$ cat src/rtl/rf_wb_arbiter_pkg.sv
// Shared widths and FSM encoding for the register-file writeback arbiter.
// Latency: n/a (types and constants only).
// Backpressure: n/a.
package rf_wb_arbiter_pkg;

    localparam int REG_ADDR_WIDTH = 4;
    localparam int DATA_WIDTH     = 8;

    typedef enum logic [0:0] {
        ST_IDLE  = 1'b0,
        ST_CLEAR = 1'b1
    } state_t;

    // Round-robin pointer successor: g+1 wrapping at n
    function automatic int rr_succ(input int g, input int n);
        return (g + 1 >= n) ? 0 : g + 1;
    endfunction

endpackage

$ cat src/rtl/rf_wb_arbiter_rr_select.sv
// Round-robin selector: first valid requester at or above ptr wins, wrapping to 0.
// Latency: purely combinational.
// Backpressure: en=0 forces an all-zero grant.
module rr_select #(
    parameter int NREQ = 3,
    parameter int PW   = $clog2(NREQ)
) (
    input  logic            en,
    input  logic [NREQ-1:0] valid,
    input  logic [PW-1:0]   ptr,
    output logic [NREQ-1:0] grant,
    output logic [PW-1:0]   idx,
    output logic            any
);

    // Scan NREQ candidates starting at ptr; the first valid one takes the grant
    always_comb begin
        int c;
        c     = 0;
        grant = '0;
        idx   = '0;
        any   = 1'b0;
        for (int k = 0; k < NREQ; k++) begin
            c = (int'(ptr) + k) % NREQ;
            if (en && !any && valid[c]) begin
                grant[c] = 1'b1;
                idx      = PW'(c);
                any      = 1'b1;
            end
        end
    end

endmodule

$ cat src/rtl/rf_wb_arbiter.sv
// Round-robin writeback arbiter onto a single register-file write port, with optional clear sweep (RF_WB_CLEAR_EN).
// Latency: granted write appears on wena/waddr/wdata one cycle after the transfer; clear issues one write per cycle.
// Backpressure: port never stalls; losing requesters hold their request, all ready low while clearing.
module rf_wb_arbiter
    import rf_wb_arbiter_pkg::*;
#(
    parameter int NREQ    = 3,
    parameter int NUMREGS = 1 << REG_ADDR_WIDTH
) (
    input  logic                           clk,
    input  logic                           rst,
    input  logic [NREQ-1:0]                req_valid,
    input  logic [NREQ*REG_ADDR_WIDTH-1:0] req_addr,
    input  logic [NREQ*DATA_WIDTH-1:0]     req_data,
    output logic [NREQ-1:0]                req_ready,
    input  logic                           clear_start,
    output logic                           clear_busy,
    output logic                           wena,
    output logic [REG_ADDR_WIDTH-1:0]      waddr,
    output logic [DATA_WIDTH-1:0]          wdata
);

    localparam int PW = $clog2(NREQ);

    logic [PW-1:0]             ptr;
    logic [PW-1:0]             gidx;
    logic                      xfer;
    logic                      arb_en;
    logic                      sweep;
    logic [REG_ADDR_WIDTH-1:0] cnt;

    rr_select #(.NREQ(NREQ), .PW(PW)) u_sel (
        .en    (arb_en),
        .valid (req_valid),
        .ptr   (ptr),
        .grant (req_ready),
        .idx   (gidx),
        .any   (xfer)
    );

`ifdef RF_WB_CLEAR_EN
    localparam logic [REG_ADDR_WIDTH-1:0] LAST = REG_ADDR_WIDTH'(NUMREGS - 1);

    state_t state, state_nxt;

    // State register
    always_ff @(posedge clk) begin
        if (rst) state <= ST_IDLE;
        else     state <= state_nxt;
    end

    // Next state: a second clear_start while sweeping is simply not looked at
    always_comb begin
        state_nxt = state;
        case (state)
            ST_IDLE:  if (clear_start) state_nxt = ST_CLEAR;
            ST_CLEAR: if (cnt == LAST) state_nxt = ST_IDLE;
            default:  state_nxt = ST_IDLE;
        endcase
    end

    // FSM outputs: arbitrate only in IDLE and never while reset is asserted
    always_comb begin
        arb_en = 1'b0;
        sweep  = 1'b0;
        if (state == ST_IDLE) arb_en = !rst;
        else                  sweep  = 1'b1;
    end

    // Sweep address counter, back to 0 once the last register is issued
    always_ff @(posedge clk) begin
        if (rst)        cnt <= '0;
        else if (sweep) cnt <= (cnt == LAST) ? '0 : cnt + 1'b1;
    end
`else
    logic unused_clear_start;

    assign unused_clear_start = clear_start;
    assign arb_en             = !rst;
    assign sweep              = 1'b0;
    assign cnt                = '0;
`endif

    assign clear_busy = sweep;

    // Round-robin pointer moves past the winner only on an actual transfer
    always_ff @(posedge clk) begin
        if (rst)       ptr <= '0;
        else if (xfer) ptr <= PW'(rr_succ(int'(gidx), NREQ));
    end

    // Registered write port: sweep write, granted write, or idle with addr/data held
    always_ff @(posedge clk) begin
        if (rst) begin
            wena  <= 1'b0;
            waddr <= '0;
            wdata <= '0;
        end else if (sweep) begin
            wena  <= 1'b1;
            waddr <= cnt;
            wdata <= '0;
        end else if (xfer) begin
            wena  <= 1'b1;
            waddr <= req_addr[gidx*REG_ADDR_WIDTH +: REG_ADDR_WIDTH];
            wdata <= req_data[gidx*DATA_WIDTH +: DATA_WIDTH];
        end else begin
            wena  <= 1'b0;
        end
    end

endmodule

$ cat config.mk
export PLATFORM = sky130hd
export DESIGN_NAME = rf_wb_arbiter
export DESIGN_NICKNAME = d
export VERILOG_FILES = /design/src/rtl/rf_wb_arbiter_pkg.sv /design/src/rtl/rf_wb_arbiter_rr_select.sv /design/src/rtl/rf_wb_arbiter.sv
export SDC_FILE = /design/constraint.sdc
export NUM_CORES = 1
export LEC_CHECK = 0
export CAP_MARGIN = 5
export CORE_UTILIZATION = 25
export DETAILED_ROUTE_END_ITERATION = 7
export MAX_ROUTING_LAYER = met4
export SYNTH_ARGS = -nofsm -noshare
export SYNTH_HDL_FRONTEND = slang
export SYNTH_HIERARCHICAL = 1
export SYNTH_SLANG_ARGS = --single-unit
$ cat constraint.sdc
create_clock -name clk -period 7.1 [get_ports clk]
set_clock_uncertainty 0.2 [all_clocks]
set_input_delay 1.42 -clock clk [delete_from_list [all_inputs] [get_ports clk]]
set_output_delay 1.42 -clock clk [all_outputs]
set_load 0.01 [all_outputs]
==> results by group <==
Logic synthesis
  – Largest cells by area after synthesis: dfxtp_1 26%, mux2i_1 13%, a311oi_1 6.0%
  – Yosys warning count: 6
  – Largest family of logic cells by synthesized area: simple AND/OR/NAND/NOR gates
  – Compound-gate portion of the synthesized area: roughly a fifth
  – Post-synth net total: approximately 180
  – Seq cells post-synth: 15
  – Mean Syn Cell Area: approximately 8.7 um2
  – Cell count after synthesis: roughly 140
  – Adder-cell share of the synthesized area: 4.28%
  – Synthesized cell area: 1170 um2
  – Post-synthesis mux area share: 17.1%
  – Number of library cell types mapped by synthesis: 37
  – Synth Area in XOR/XNOR: 0%
  – Post-Synth Simple-Gate Area: 24.2%
  – Post-synth top area cell: dfxtp_1
  – Yosys top cell area share: between 20 and 30%
  – Register area share after synthesis: between 20 and 30%

Finish
  – Area Growth Syn to Fin: 50.4%
  – Fillcell total: approximately 460
  – Ratio of cells with drive above 1 in the final layout: 8.70%
  – Final non-filler cell total: 236
  – Cell area after layout: ~1800 um2
  – Layout Nets: 231
  – Diode count: 0

Global route
  – Initial antenna violation count: 0
  – First-pass GRT wire length: around 4.7 mm
  – Largest net degree at the start of global routing: 29
  – Via count of the first global-routing pass: about 1100
  – GRT Overall Usage: 11.8%
  – Grt total ovfl: 0

Clock network
  – Clock Sinks: 15
  – Cts hold-fix bufs: 0
  – CTS Buf Count: 3
  – Postcts setup bufs: 0
  – Clock root buffer: clkbuf_8
  – H-tree levels: 1
  – CTS tree: built
  – Clk pin slew, worst setup/hold paths: about 70 ps
  – Skew-Pair Late Insertion Delay: 240 ps
  – Max Buffers Root-to-Sink: 2
  – Post_cts resized: 0

Pwr
  – Power per cell area: about 190 nW/um2
  – Peak supply drop: roughly 70 uV
  – Design Power: 0.000330 W
  – Leakage: between 0.6 and 0.7 nW

STA
  – Worst-margin pin slew: about 1100 ps
  – Worst setup margin: between 1500 and 2000 ps
  – RSZ-0062 raised after global routing: no
  – Final Critical Period: approximately 5300 ps
  – Max Clk Rate: about 0.19 GHz
  – Final Hold Vio Count: 0
  – Setup TNS: 0 ps
  – Setup violators final: 0
  – Slew Limit Headroom: 29.1%
  – Final Max Tran Viols: 0
  – Final Cycle Share: around three quarters

Placed design
  – DP Worst Slack: roughly 1700 ps
  – Placed Cells: ~230
  – Port Buf Inserts: 56
  – Dpl hpwl: ~2.1 mm
  – Placed inst area: around 1700 um2
  – Final Wtd Congestion: approximately 0.84

Routing
  – Final Routed Wirelength: 2.84 mm
  – Via density: between 4 and 5
  – Number of routed nets with antenna violations: 0
  – DR vias: around 1100
  – Router iterations before antenna repair: 3
  – Number of DRC markers in iteration 0: 30
  – Residual DRC: 0
  – Avg WL per Cell: roughly 12 um

Die
  – Die height: between 70 and 80 um
  – Core Area: roughly 4400 um2
  – # rows: 24
  – Initial Utilization: between 20% and 30%
  – Top Ports: 59
  – Die area: 4950 um2
  – Die X: between 70 and 80 um

Hold path
  – Hold Path Class: reg2reg

Setup path
  – WP data arrival: between 3000 and 4000 ps
  – Kind of critical path: in2out
  – Worst Path Max Fanout: 16
  – Crit path capture type: output pin
  – Element type at the critical path start: primary input
  – Req. time, crit path: about 5500 ps

Run
  – Max cap viols: 0

Run status
  – Status: completed
[synthesized netlist by cell type, drive strengths merged]
cell	n
a2bb2oi	1
nand3	3
nand3b	1
buf	9
nor4bb	1
mux2	2
a21boi	1
o2bb2ai	1
ha	4
a21oi	5
dfxtp	15
a311oi	10
inv	4
and2b	2
nor2b	4
and4b	1
a22oi	1
o31a	1
a32o	2
nor2	13
a31oi	2
nand2b	2
clkbuf	2
conb	1
or3b	1
o21ai	5
mux2i	17
or2	10
nand2	14
[power breakdown]
part / internal [W] / switching (W)
clock network: 0.0000388 / 0.0000304
registers: 0.0000960 / 0.00000633
logic: 0.0000859 / 0.0000724
[per-layer routing]
layer  wire length, um  vias up  track usage, %
met1              1390      492            16.0
li1                  -      578               -
met2              1290       42            18.2
met5                 0        -               -
met3               159        0            2.74
met4                 0        0            2.00
[logic make-up after synthesis]
family | after synthesis
simple gates | 52
mux | 19
other cells | 1
buf+inv | 15
fa+ha+maj | 4
flops | 15
compound gates | 29
[worst max-delay path: stages]
cell and delay, ps:
clkdlybuf4s50_1 870, inv_1 300, and4b_1 250, a21oi_1 240, a22oi_1 120, clkdlybuf4s50_1 490
[state kept, by name (all words and copies together) (netlist names)]
name / count
wena: 1
wdata: 8
waddr: 4
ptr: 2
[area by class of cell]
type / count / area (um2) / area share (%)
Sequential cell: 15 / 300 / 17.1
Clock buffer: 3 / 41.3 / 2.35
Clock inverter: 1 / 5.00 / 0.285
Inverter: 4 / 15.0 / 0.854
Timing Repair Buffer: 56 / 561 / 31.9
Tap cell: 52 / 65.1 / 3.70
Multi-Input combinational cell: 105 / 771 / 43.8
[per-stage QoR]
stage | hold WS (ps) | util [%]
after floorplan | 298 | -
after global placement | 276 | 38.8
after detailed placement | 280 | 38.8
after CTS | 290 | 39.8
after global routing | 304 | 39.8
final | 286 | 39.8
[placed cells by master (no fill, tap or decap), types with 2 or more instances in the layout]
| cell | n |
|---|---|
| nor2_1 | 13 |
| a311oi_1 | 8 |
| clkbuf_8 | 3 |
| mux2i_2 | 2 |
| o21ai_0 | 4 |
| a31oi_1 | 2 |
| mux2i_1 | 15 |
| dfxtp_1 | 15 |
| inv_1 | 4 |
| clkdlybuf4s50_1 | 56 |
| nand2b_1 | 2 |
| or2_2 | 3 |
| nor2b_1 | 4 |
| a311oi_2 | 2 |
| nand3_1 | 3 |
| or2_0 | 7 |
| nand2_1 | 14 |
| mux2_2 | 2 |
| a32o_1 | 2 |
| and2b_1 | 2 |
| a21oi_1 | 4 |
| ha_1 | 4 |
[worst paths after layout]
kind	cells after the start	end	start	slack (ps)
max	6	req_ready[2]	rst	1780
min	2	wdata[1]$_SDFFE_PP0P_	wdata[1]$_SDFFE_PP0P_	290
max reg2reg	9	waddr[0]$_SDFFE_PP0P_	ptr[0]$_SDFFE_PP0P_	3850
min reg2reg	2	wdata[1]$_SDFFE_PP0P_	wdata[1]$_SDFFE_PP0P_	290
Note: power is estimated with default switching activity, not from simulation.
